**config.mk**
```make
export PLATFORM = sky130hd
export DESIGN_NAME = line_step_ctrl
export DESIGN_NICKNAME = d
export VERILOG_FILES = /design/src/rtl/line_pkg.sv /design/src/rtl/divide_by_two.sv /design/src/rtl/line_step_ctrl.sv
export SDC_FILE = /design/constraint.sdc
export NUM_CORES = 1
export LEC_CHECK = 0
export CORE_ASPECT_RATIO = 0.75
export CORE_MARGIN = 5
export CORE_UTILIZATION = 35
export CTS_CLUSTER_DIAMETER = 60
export DETAILED_ROUTE_END_ITERATION = 8
export SYNTH_ARGS = -nofsm -noshare
export SYNTH_HDL_FRONTEND = slang
export SYNTH_SLANG_ARGS = --single-unit
```
**constraint.sdc**
```tcl
create_clock -name clk -period 7.8 [get_ports clk]
set_input_delay 1.56 -clock clk [delete_from_list [all_inputs] [get_ports clk]]
set_output_delay 1.56 -clock clk [all_outputs]
set_load 0.01 [all_outputs]
```
**src/rtl/line_pkg.sv**
```systemverilog
// line_pkg: shared width, FSM state encoding and coordinate type for the line-drawing core.
package line_pkg;
  localparam int LINE_WIDTH = 13;
  typedef enum logic [2:0] {IDLE, SETUP, INIT, DRAW, DONE} state_t;
  typedef logic signed [LINE_WIDTH-1:0] coord_t;
endpackage

```
**src/rtl/divide_by_two.sv**
```systemverilog
// divide_by_two: signed halving by arithmetic shift right (floor for non-negative inputs).
module divide_by_two #(
  parameter int W = 14
) (
  input  logic signed [W-1:0] i_val,
  output logic signed [W-1:0] o_half
);
  assign o_half = i_val >>> 1;
endmodule

```
**src/rtl/line_step_ctrl.sv**
```systemverilog
// line_step_ctrl: Bresenham line sequencer emitting one pixel per valid/ready handshake.
// LINE_OMIT_LAST_PIXEL_EN drops the endpoint so that shared polygon edges are half-open.
module line_step_ctrl
  import line_pkg::*;
#(
  parameter int WIDTH = LINE_WIDTH
) (
  input  logic                    clk,
  input  logic                    rst,
  input  logic                    start,
  input  logic signed [WIDTH-1:0] x0,
  input  logic signed [WIDTH-1:0] y0,
  input  logic signed [WIDTH-1:0] x1,
  input  logic signed [WIDTH-1:0] y1,
  input  logic                    abort,
  output logic                    busy,
  output logic                    pix_valid,
  input  logic                    pix_ready,
  output logic signed [WIDTH-1:0] pix_x,
  output logic signed [WIDTH-1:0] pix_y,
  output logic                    done
);
  localparam int AW = WIDTH + 1;
`ifdef LINE_OMIT_LAST_PIXEL_EN
  localparam logic signed [AW-1:0] LAST = AW'(1);
`else
  localparam logic signed [AW-1:0] LAST = AW'(0);
`endif
  state_t                  r_state;
  logic signed [WIDTH-1:0] r_x0, r_y0, r_x1, r_y1;
  logic signed [AW-1:0]    r_major, r_minor, r_err, r_rem;
  logic                    r_xneg, r_yneg, r_steep;
  logic signed [AW-1:0]    w_dx, w_dy, w_adx, w_ady, w_major, w_minor, w_half, w_err_sub;
  logic signed [WIDTH-1:0] w_xs, w_ys, w_x_next, w_y_next;
  logic                    w_steep, w_hs, w_last, w_empty;

  assign w_dx      = {r_x1[WIDTH-1], r_x1} - {r_x0[WIDTH-1], r_x0};
  assign w_dy      = {r_y1[WIDTH-1], r_y1} - {r_y0[WIDTH-1], r_y0};
  assign w_adx     = w_dx[AW-1] ? -w_dx : w_dx;
  assign w_ady     = w_dy[AW-1] ? -w_dy : w_dy;
  assign w_steep   = w_ady > w_adx;
  assign w_major   = w_steep ? w_ady : w_adx;
  assign w_minor   = w_steep ? w_adx : w_ady;
  assign w_hs      = pix_valid && pix_ready;
  assign w_last    = r_rem == LAST;
  assign w_err_sub = r_err - r_minor;
  assign w_xs      = r_xneg ? '1 : WIDTH'(1);
  assign w_ys      = r_yneg ? '1 : WIDTH'(1);
  // The major axis always advances; the minor axis only when the error goes negative.
  assign w_x_next  = pix_x + ((!r_steep || w_err_sub[AW-1]) ? w_xs : '0);
  assign w_y_next  = pix_y + ((r_steep || w_err_sub[AW-1]) ? w_ys : '0);
`ifdef LINE_OMIT_LAST_PIXEL_EN
  assign w_empty   = r_rem == '0;
`else
  assign w_empty   = 1'b0;
`endif

  divide_by_two #(.W(AW)) u_half (
    .i_val  (r_major),
    .o_half (w_half)
  );

  always_ff @(posedge clk or posedge rst) begin
    if (rst) begin
      r_state   <= IDLE;
      r_x0      <= '0;
      r_y0      <= '0;
      r_x1      <= '0;
      r_y1      <= '0;
      r_major   <= '0;
      r_minor   <= '0;
      r_err     <= '0;
      r_rem     <= '0;
      r_xneg    <= 1'b0;
      r_yneg    <= 1'b0;
      r_steep   <= 1'b0;
      busy      <= 1'b0;
      pix_valid <= 1'b0;
      pix_x     <= '0;
      pix_y     <= '0;
      done      <= 1'b0;
    end else begin
      case (r_state)
        IDLE: if (start) begin
          r_x0    <= x0;
          r_y0    <= y0;
          r_x1    <= x1;
          r_y1    <= y1;
          busy    <= 1'b1;
          r_state <= SETUP;
        end
        SETUP: if (abort) begin
          busy    <= 1'b0;
          r_state <= IDLE;
        end else begin
          r_major <= w_major;
          r_minor <= w_minor;
          r_rem   <= w_major;
          r_xneg  <= w_dx[AW-1];
          r_yneg  <= w_dy[AW-1];
          r_steep <= w_steep;
          pix_x   <= r_x0;
          pix_y   <= r_y0;
          r_state <= INIT;
        end
        INIT: if (abort) begin
          busy    <= 1'b0;
          r_state <= IDLE;
        end else begin
          r_err     <= w_half;
          done      <= w_empty;
          pix_valid <= !w_empty;
          r_state   <= w_empty ? DONE : DRAW;
        end
        DRAW: if (abort) begin
          busy      <= 1'b0;
          pix_valid <= 1'b0;
          r_state   <= IDLE;
        end else if (w_hs && w_last) begin
          pix_valid <= 1'b0;
          done      <= 1'b1;
          r_state   <= DONE;
        end else if (w_hs) begin
          pix_x <= w_x_next;
          pix_y <= w_y_next;
          r_err <= w_err_sub[AW-1] ? w_err_sub + r_major : w_err_sub;
          r_rem <= r_rem - AW'(1);
        end
        DONE: begin
          done    <= 1'b0;
          busy    <= 1'b0;
          r_state <= IDLE;
        end
        default: r_state <= IDLE;
      endcase
    end
  end
endmodule

```
### After elaboration in Yosys (flattened, before gate mapping)

Index checks and enable logic that the tools add are counted.

* add/subtract/negate cells: 9
* $lt $le $gt $ge: 1
* equality and inequality tests: 13
* muxes and demuxes: 46
* bitwise operators: 1
* reductions and logical operators: 20

Operators with widths (count)
* $mux 14: 13
* $mux 13: 12
* $pmux 14 s2: 2
* $pmux 13 s2: 2
* $neg 14->14: 2
* $sub 13x13->14: 2
* $add 13x13->13: 2
* $add 14x14->14: 1
* $gt 14x14->1: 1
* $logic_not 14->1: 1
* $ne 2x2->1 const B: 7
* $sub 14x14->14: 1
* $sub 14x2->14 const B: 1
* $pmux 3 s4: 1
* $reduce_and 5->1: 2
* $mux 3: 3
* $mux 1: 8
* $eq 3x2->1 const B: 2
* $pmux 1 s3: 2
* $reduce_and 2->1: 3
* $reduce_and 3->1: 2
* $reduce_bool 3->1: 2
* $mux 2: 2
* $reduce_and 4->1: 1
* 12 further kinds: 15

* register bits after elaboration: 143
* output and inout port bits: 29
* logic and storage cells: 107

### Depth between registers and ports, before layout

* depth in word-level cells: 8
* depth in mapped cells: 24

### Cells and area by module

Synthesis repeated with hierarchy kept, for this count alone.

* cell total of the unflattened synthesis: 1293
* area, all modules: 10856.7 um^2

By module, submodules not included
* line_step_ctrl: times used 1, cells each 1279, area each 10751.6 um^2, seq. area each 3578.4 um^2
* divide_by_two: times used 1, cells each 14, area each 105.1 um^2, seq. area each 0.0 um^2

### Worst setup path after synthesis

No wires, ideal clock.

* kind: register -> register
* start: register r_minor[1]
* end: register pix_y[12]
* arrival time: 4.588 ns
* setup slack: 3.118 ns
* cell stages (with the launch flop): 22
* cells stage by stage: dfrtp_1 -> inv_1 -> ha_1 -> nor2b_1 -> o31a_1 -> o21bai_1 -> o31ai_2 -> a221o_1 -> xnor2_1 -> buf_4 -> o21ai_0 -> inv_1 -> ha_1 -> nor2b_1 -> o21a_1 -> o21ai_0 -> a21boi_1 -> a22o_1 -> o41ai_2 -> mux2i_1 -> nor2_1 -> a211oi_1

* cells in the longest elaborated chain, start to end: 8

Ends and longest elaborated chain
* from (decl): RTL line line_step_ctrl.sv:31 `logic signed [AW-1:0] r_major, r_minor, r_err, r_rem;`
* from (signal assigned): RTL line line_step_ctrl.sv:97 `r_minor <= w_minor;`
* $sub 14x14->14: RTL line line_step_ctrl.sv:46 `assign w_err_sub = r_err - r_minor;`
* $logic_or 1x1->1: RTL line line_step_ctrl.sv:51 `assign w_y_next = pix_y + ((r_steep || w_err_sub[AW-1]) ? w_ys : '0);`
* $mux 13: RTL line line_step_ctrl.sv:51
* $add 13x13->13: RTL line line_step_ctrl.sv:51
* $mux 13: RTL line line_step_ctrl.sv:123 `end else if (w_hs) begin`
* $mux 13: RTL line line_step_ctrl.sv:119 `end else if (w_hs && w_last) begin`
* $mux 13: RTL line line_step_ctrl.sv:115 `DRAW: if (abort) begin`
* $pmux 13 s2: RTL line line_step_ctrl.sv:83 `case (r_state)`
* to (signal assigned): RTL line line_step_ctrl.sv:103 `pix_y <= r_y0;`
* to (signal assigned): RTL line line_step_ctrl.sv:125 `pix_y <= w_y_next;`
* to (decl): RTL line line_step_ctrl.sv:20 `output logic signed [WIDTH-1:0] pix_y,`

No other way between the ends. The select of a mux whose other input is x is not followed.
A chain may end at the register's enable or synchronous reset.

### Worst setup path after layout

Same ends and word-level chain as after synthesis.

==> flow_metrics.tcl <==
set metrics [dict create \
    synthArstFlopShare 1.00 \
    cts_resized 0 \
    fin_crit_sh 0.718 \
    hold_viol_final 0 \
    finalSetupViolCount 0 \
    post_cts_buffers 0 \
    skew_ns 0.0107 \
    cp-end-kind "flip-flop" \
    diodes 0 \
    grt_pass1_vias 9066 \
    die_h_um 164 \
    cts_buffer_depth 2 \
    grt.total_usage 0.177 \
    worst_setup_path_start_kind "flip-flop" \
    ys_types 87 \
    max_slew_margin 0.288 \
    avgSynthCellArea_um2 8.62 \
    routed_wl_um 30500 \
    rows 56 \
    min_period_ns 5.60 \
    syn_inst 1279 \
    cts_buffers 17 \
    dr.first_iter.drc_count 747 \
    die_area_mm2 0.0352 \
    crit_path_max_fanout 21 \
    hold_buffers 0 \
    cts_tree "done" \
    die_w_um 215 \
    overflow 0 \
    grt_pass1_wl_um 49700 \
    area_delta_synth_final_pct 16.4 \
    viasPerCell 5.40 \
    timing_worst_setup_path_type "reg2reg" \
    synth_compound_area_frac 0.212 \
    io_pins 86 \
    cp_data_required_time_ns 8.15 \
    numClockSinks 143 \
    drc 0 \
    yosysSeqAreaShare 0.325 \
    syn_area_mm2 0.0110 \
    io_buffers 85 \
    antenna_found_initial 0 \
    fin_nets 1496 \
    wire_per_inst_um 17.3 \
    via_count 9497 \
    cts_max_level 4 \
    hpwlAfterDp_um 23200 \
    synth_adder_area_share 0.116 \
    min_path_type "reg2reg" \
    muxShareOfSynthArea 0.0646 \
    fin_hold_ws_ns 0.488 \
    maxSlewViolCount 0 \
    worstMarginPinSlew_ns 1.06 \
    final_cell_mix "dfrtp_1 (143), nand2_1 (135), nor2_1 (109)" \
    root_buffer "clkbuf_16" \
    rsz0062_at_grt "no" \
    ant_nets 0 \
    synth_fp_nets 1435 \
    cap_violations 0 \
    place.gp.congestion 0.892 \
    synth_xor_area_frac 0.0627 \
    fin_tns_setup_ns 0 \
    synth_edf_count 0 \
    synth_top_family_by_area "compound AO/OA/AOI/OAI gates" \
    final_common_cell "dfrtp_1" \
    core_area_mm2 0.0312 \
    fillerInstances 3056 \
    synth_simple_gate_area_share 0.169 \
    dr.pass1.iters 5 \
    fmax_mhz 179 \
    start_util 0.353 \
    drive_above_1_share 0.0820 \
    synth_top_flop_cell "dfrtp_1" \
    ys_seq_elements 143 \
    cp.arrival_ns 5.96 \
    synth_warnings 0 \
    run_status "completed" \
    clk_pin_slew_ns 0.06 \
    grt_max_degree 89 \
    clkLatencyLatePin_ns 0.45 \
]
## kinds of logic (layout without fill, tap and decap cells)
kind of cell               after synthesis  after routing
adders and majority gates               99             99
AOI/OAI and AO/OA                      358            358
xor gates and xnor gates                78             78
buffers and inverters                  138            212
and+or+nand+nor                        396            396
DFF                                    143            143
muxes                                   67             67
## synth_stat cells, types with 4 or more instances
| cell | number | share of area |
|---|---|---|
| clkbuf_1 | 34 | 0.012 |
| mux2i_1 | 34 | 0.031 |
| nor2_1 | 109 | 0.037 |
| o21a_1 | 17 | 0.012 |
| nand3_1 | 18 | 0.0082 |
| o2111ai_1 | 4 | 0.0032 |
| and3_1 | 7 | 0.0040 |
| buf_2 | 13 | 0.0059 |
| o21ai_1 | 20 | 0.0091 |
| a21oi_1 | 88 | 0.040 |
| or2_2 | 6 | 0.0034 |
| xor2_1 | 28 | 0.022 |
| xnor2_1 | 49 | 0.039 |
| a21o_1 | 21 | 0.014 |
| o21bai_1 | 6 | 0.0041 |
| nor4_1 | 7 | 0.0040 |
| nand2b_1 | 16 | 0.0091 |
| o21ai_0 | 97 | 0.044 |
| a211oi_1 | 10 | 0.0068 |
| nor2b_1 | 17 | 0.0096 |
| o22ai_1 | 5 | 0.0028 |
| a31oi_1 | 12 | 0.0068 |
| dfrtp_1 | 143 | 0.32 |
| a41oi_1 | 5 | 0.0040 |
| nand2_1 | 136 | 0.046 |
| and2_1 | 5 | 0.0028 |
| or3_1 | 12 | 0.0068 |
| nor3_1 | 38 | 0.017 |
| o211ai_1 | 14 | 0.0095 |
| mux2_2 | 33 | 0.034 |
| ha_1 | 93 | 0.11 |
| a211o_1 | 4 | 0.0032 |
| inv_1 | 86 | 0.029 |
| nand4_1 | 5 | 0.0028 |
| fa_1 | 6 | 0.011 |
## critical path, cell delays in order (launching register included)
cell and delay (ns):
dfrtp_1 0.37, inv_1 0.10, ha_1 0.23, nor2b_1 0.14, o31a_1 0.31, o21bai_1 0.29
o31ai_2 0.15, a221o_1 0.35, xnor2_2 0.14, buf_4 0.23, o21ai_0 0.47, inv_1 0.36
ha_1 0.40, nor2b_1 0.16, o21a_1 0.18, o21ai_0 0.27, a21boi_1 0.16, a22o_1 0.26
o41ai_2 0.44, mux2i_1 0.24, nor2_1 0.06, a211oi_1 0.21
## flip-flops by register name, summed over array words and instances (netlist names), 3 cells and up
name     count
pix_x       13
pix_y       13
r_err       14
r_major     14
r_minor     14
r_rem       14
r_state      3
r_x0        13
r_x1        13
r_y0        13
r_y1        13
## final timing paths
check	to	slack, ns	from	cells past startpoint
max	pix_y[12]$_DFFE_PP0P_	2.20	r_minor[1]$_DFFE_PP0P_	21
min	r_minor[2]$_DFFE_PP0P_	0.49	r_minor[2]$_DFFE_PP0P_	2
max reg2reg	pix_y[12]$_DFFE_PP0P_	2.20	r_minor[1]$_DFFE_PP0P_	21
min reg2reg	r_minor[2]$_DFFE_PP0P_	0.49	r_minor[2]$_DFFE_PP0P_	2
max in group asynchronous	r_x1[7]$_DFFE_PP0P_	4.83	rst	3
min in group asynchronous	r_x0[10]$_DFFE_PP0P_	1.68	rst	2
## stage by stage
stage | utilization | area (um2) | instances | setup slack (ns)
after floorplan | - | 11000 | 1279 | 2.40
after global placement | 0.392 | 12200 | 1727 | 2.40
after detailed placement | 0.392 | 12200 | 1727 | 2.24
after CTS | 0.411 | 12800 | 1759 | 2.21
after global routing | 0.411 | 12800 | 1759 | 1.70
final | 0.411 | 12800 | 1759 | 2.20
## final cells by class
class | count | area (um2) | share of cell area
repair buffers | 94 | 918 | 0.0716
clock buffers | 18 | 439 | 0.0342
multi-input cells | 998 | 6900 | 0.538
inverters | 86 | 328 | 0.0256
clock inverters | 14 | 154 | 0.0120
well taps | 406 | 508 | 0.0396
flip-flops and latches | 143 | 3580 | 0.279
## metal layers
metal | track usage | routed length, um | vias up
met5 | 0 | 0 | -
met4 | 0.0331 | 309 | 0
met3 | 0.0489 | 1830 | 18
met2 | 0.256 | 12400 | 229
met1 | 0.264 | 15900 | 4565
li1 | - | - | 4685
Power is not shown: default switching activity piles up to over one toggle a cycle in this logic, so the estimate is an artifact.
==> variant 1, RTL diff (same flow settings) <==
The option `LINE_OMIT_LAST_PIXEL_EN` is turned on by a define.
--- a/src/rtl/line_step_ctrl.sv
+++ b/src/rtl/line_step_ctrl.sv
@@ -1,4 +1,6 @@
 // line_step_ctrl: Bresenham line sequencer emitting one pixel per valid/ready handshake.
 // LINE_OMIT_LAST_PIXEL_EN drops the endpoint so that shared polygon edges are half-open.
+`define LINE_OMIT_LAST_PIXEL_EN
+
 module line_step_ctrl
   import line_pkg::*;
Function: changed (a bounded check fails within 4 cycles, from zero or initial values and one cycle with rst high).
==> variant 1 against the unedited design <==
Critical path depth unchanged; wire length increased by 7.1%; maximum frequency down 5.4%; global-route usage is 0.72 points higher; final area increased by 1.2%; setup slack got worse by 0.32 ns; sequential cell count unchanged; via count grew 3.7%; count of clock-buffer cells in the layout unchanged; area after synthesis increased by 1.4%; core utilization is 0.22 points higher.
Power is left out: the tool's default activity adds up to more than one toggle a clock period on the data nets, which glitch-free logic cannot reach.
==> variant 1: results (changes against the unedited design) <==
ys_seq_area_share_pct: 32.0  # was 32.5%
slew-limit-headroom_pct: 30.0  # was 28.8%
synth.area.top_cells: "dfrtp_1 (32%), ha_1 (11%), o21ai_0 (5.3%)"  # was dfrtp_1 (32%), ha_1 (11%), nand2_1 (4.6%)
vias_per_cell: 5.49  # was 5.40
outcome: "complete, no violations"  # unchanged
dpl.hpwl_mm: 25.0  # was 23.2 mm
synthDistinctLibCells: 84  # was 87
synth_flop_cell: "dfrtp_1"  # unchanged
gp_congestion: 0.892  # unchanged
ys.warnings.count: 0  # unchanged
grt_util_all_layers_pct: 18.4  # was 17.7%
portBuffers: 85  # unchanged
grt_max_degree: 81  # was 89
async_flop_share_pct: 100  # unchanged
wl_mm: 32.6  # was 30.5 mm
numCtsBuffers: 17  # unchanged
clk_pin_slew_ns: 0.06  # about the same
crit_family: "compound AO/OA/AOI/OAI gates"  # unchanged
post_cts_buffers: 0  # unchanged
max_stage_delay_ns: 0.86  # was 0.47 ns
crit_fanout: 19  # was 21
first_pass_iters: 5  # unchanged
nets: 1534  # was 1496
clk_latency_ns: 0.44
drt_iter0_drc: 640  # was 747
antennaDiodeCount: 0  # unchanged
fillers: 3175  # was 3056
hp-class: "reg2reg"  # unchanged
slowest_stage: "and3_1"  # was o21ai_0
worstPathArrival_ns: 6.25  # was 5.96 ns
fin_worst_skew_ns: 0.0113  # was 0.0107 ns
final_layout_size_suffix_gt1_share_pct: 6.91  # was 8.20%
cts_root_buf: "clkbuf_16"  # unchanged
antenna_found_initial: 0  # unchanged
synth_common_cells: "nand2_1 (145), dfrtp_1 (143), o21ai_0 (119)"  # was dfrtp_1 (143), nand2_1 (136), nor2_1 (109)
grt_pass1_wl_mm: 51.8  # was 49.7 mm
cts-resized-gates: 0  # unchanged
clockBufferDepth: 2  # unchanged
h-tree-depth: 4  # unchanged
grt_pass1_vias: 9320  # was 9066
## variant 1: logic make-up (layout without fill, tap and decap cells)
logic type	Yosys count	after routing	share of synthesized area, %
adder cells (fa/ha/maj)	100	100	11.6
multiplexers	59	59	5.62
AND/OR/NAND/NOR	438	438	18.7
buffers and inverters	139	207	5.19
XOR/XNOR	78	78	6.11
AO/OA/AOI/OAI	365	365	20.8
flip-flops	143	143	32.0
## variant 1: worst paths after layout
check / to / slack [ns] / depth (start not counted) / start
max in group asynchronous: r_x0[0] / 4.74 / 3 / rst
min reg2reg: r_minor[7] / 0.48 / 2 / r_minor[7]
min in group asynchronous: r_err[4] / 1.62 / 2 / rst
max: pix_y[12] / 1.88 / 21 / r_minor[1]
max reg2reg: pix_y[12] / 1.88 / 21 / r_minor[1]
min: r_minor[7] / 0.48 / 2 / r_minor[7]
## variant 1: final cells by class
| cell class | instances | area, sq um | share of cell area [%] |
|---|---|---|---|
| multi-input cells | 1040 | 7030 | 54.1 |
| flip-flops and latches | 143 | 3580 | 27.6 |
| repair buffers | 93 | 911 | 7.01 |
| well taps | 406 | 508 | 3.91 |
| clock buffers | 18 | 439 | 3.38 |
| inverters | 82 | 313 | 2.41 |
| clock inverters | 14 | 208 | 1.60 |
## variant 1: layer usage
layer  global-route usage, %  vias up  wire length [um]
li1                        -     4846                 -
met1                    28.3     4730             17300
met2                    26.0      256             12900
met3                    4.60       20              2190
met4                    3.67        0               274
met5                       0        -                 0
## variant 1: stage by stage
step	cell area (sq um)	hold slack [ns]	cells	worst slack, ns	utilization [%]
after detailed placement	12300	0.472	1764	1.98	39.3
after CTS	13000	0.486	1796	1.95	41.4
after global placement	12300	0.463	1764	2.10	39.3
final	13000	0.478	1796	1.88	41.4
after floorplan	11200	0.449	1322	2.40	-
after global routing	13000	0.497	1796	1.31	41.4
==> variant 2, RTL diff (config.mk and constraints unchanged) <==
Without the edit above. The 5 states of `state_t` get a one-hot encoding in 5 bits.
--- a/src/rtl/line_pkg.sv
+++ b/src/rtl/line_pkg.sv
@@ -2,5 +2,5 @@
 package line_pkg;
   localparam int LINE_WIDTH = 13;
-  typedef enum logic [2:0] {IDLE, SETUP, INIT, DRAW, DONE} state_t;
+  typedef enum logic [4:0] {IDLE = 5'b00001, SETUP = 5'b00010, INIT = 5'b00100, DRAW = 5'b01000, DONE = 5'b10000} state_t;
   typedef logic signed [LINE_WIDTH-1:0] coord_t;
 endpackage
Behaviour: no difference found for any inputs over 4 cycles, from zero or initial values and one cycle with rst high; so few cycles prove little.
==> variant 2 against the unedited design <==
Area after synthesis up 0.18%; critical path depth down 1; setup slack better by 0.14 ns; final area up 0.35%; global-route usage up 0.66 points; wire length up 5.6%; sequential cell count up 2.
Power is not shown: default switching activity piles up to over one toggle a cycle in this logic, so the estimate is an artifact.
==> variant 2: results (changes against the unedited design) <==
num_vias: 9773  # was 9497
timing.rr.start: "r_y0[0]"  # was r_minor[1]
drt_iter0_drc: 744  # was 747
fillers: 3126  # was 3056
grt_pass1_vias: 9016  # was 9066
fin_worst_skew_ns: 0.00964  # was 0.0107 ns
max_stage_delay_ns: 0.49  # was 0.47 ns
grt_pass1_wl_mm: 50.9  # was 49.7 mm
synth.area.top_cells: "dfrtp_1 (33%), ha_1 (11%), nand2_1 (5.5%)"  # was dfrtp_1 (32%), ha_1 (11%), nand2_1 (4.6%)
grt_util_all_layers_pct: 18.3  # was 17.7%
slowest_stage: "clkinv_1"  # was o21ai_0
worstPathArrival_ns: 5.75  # was 5.96 ns
gp_congestion: 0.983  # was 0.892
rr_worst_depth: 20  # was 21
final_layout_size_suffix_gt1_share_pct: 7.85  # was 8.20%
outcome: "complete, no violations"  # unchanged
whs_endpoint: "r_err[4]"  # was r_minor[2]
grt_max_degree: 96  # was 89
first_pass_iters: 7  # was 5
rr_endpoint: "r_rem[2]"  # was pix_y[12]
place_area_sq_um: 12300  # was 12200 sq um
wl_mm: 32.2  # was 30.5 mm
syn-instance-count: 1298  # was 1279
dpl.hpwl_mm: 24.8  # was 23.2 mm
nets: 1518  # was 1496
hp-start: "r_err[4]"  # was r_minor[2]
-- variant 2: worst min-delay path: stages (launching register included) --
cell     delay, ns
dfrtp_1       0.35
nand2_1       0.05
o21ai_0       0.06
-- variant 2: how the worst max path moves through the flow --
stage,startpoint,to,slack (ns),cells past startpoint
finish,r_y0[0],r_rem[2],2.34,20
detailed placement,r_y0[0],r_rem[2],2.46,20
floorplan,rst,busy,2.35,1
CTS,r_y0[0],r_rem[2],2.43,20
global route,r_y0[0],r_rem[2],1.94,19
global placement,r_y0[0],r_rem[4],2.60,20
-- variant 2: layer usage --
layer / global-route usage [%] / routed length, um / up-vias
met5: 0 / 0 / -
li1: - / - / 4805
met4: 3.23 / 256 / 0
met2: 25.1 / 12700 / 259
met1: 29.0 / 17200 / 4692
met3: 4.64 / 2100 / 17
-- variant 2: logic make-up (layout without fill, tap and decap cells) --
kind of cell,Yosys count,in the layout,share of synthesized area [%]
adders and majority gates,99,99,11.6
buffers and inverters,131,208,4.67
and+or+nand+nor,412,412,17.2
AOI/OAI and AO/OA,392,392,23.4
muxes,43,43,4.25
DFF,145,145,32.9
xor gates and xnor gates,76,76,6.03
-- variant 2: cell type report --
cell class                 instances  share of cell area (%)
multi-input combinational       1022                    53.7
sequential                       145                    28.2
timing repair buffer              96                    7.25
tap                              406                    3.95
clock buffer                      17                    3.30
inverter                          80                    2.37
clock inverter                    15                    1.26
-- variant 2: stage by stage --
| stage | setup WS [ns] | utilization, % |
|---|---|---|
| floorplan | 2.35 | - |
| global placement | 2.60 | 39.4 |
| detailed placement | 2.46 | 39.4 |
| CTS | 2.43 | 41.3 |
| global route | 1.94 | 41.3 |
| finish | 2.34 | 41.3 |
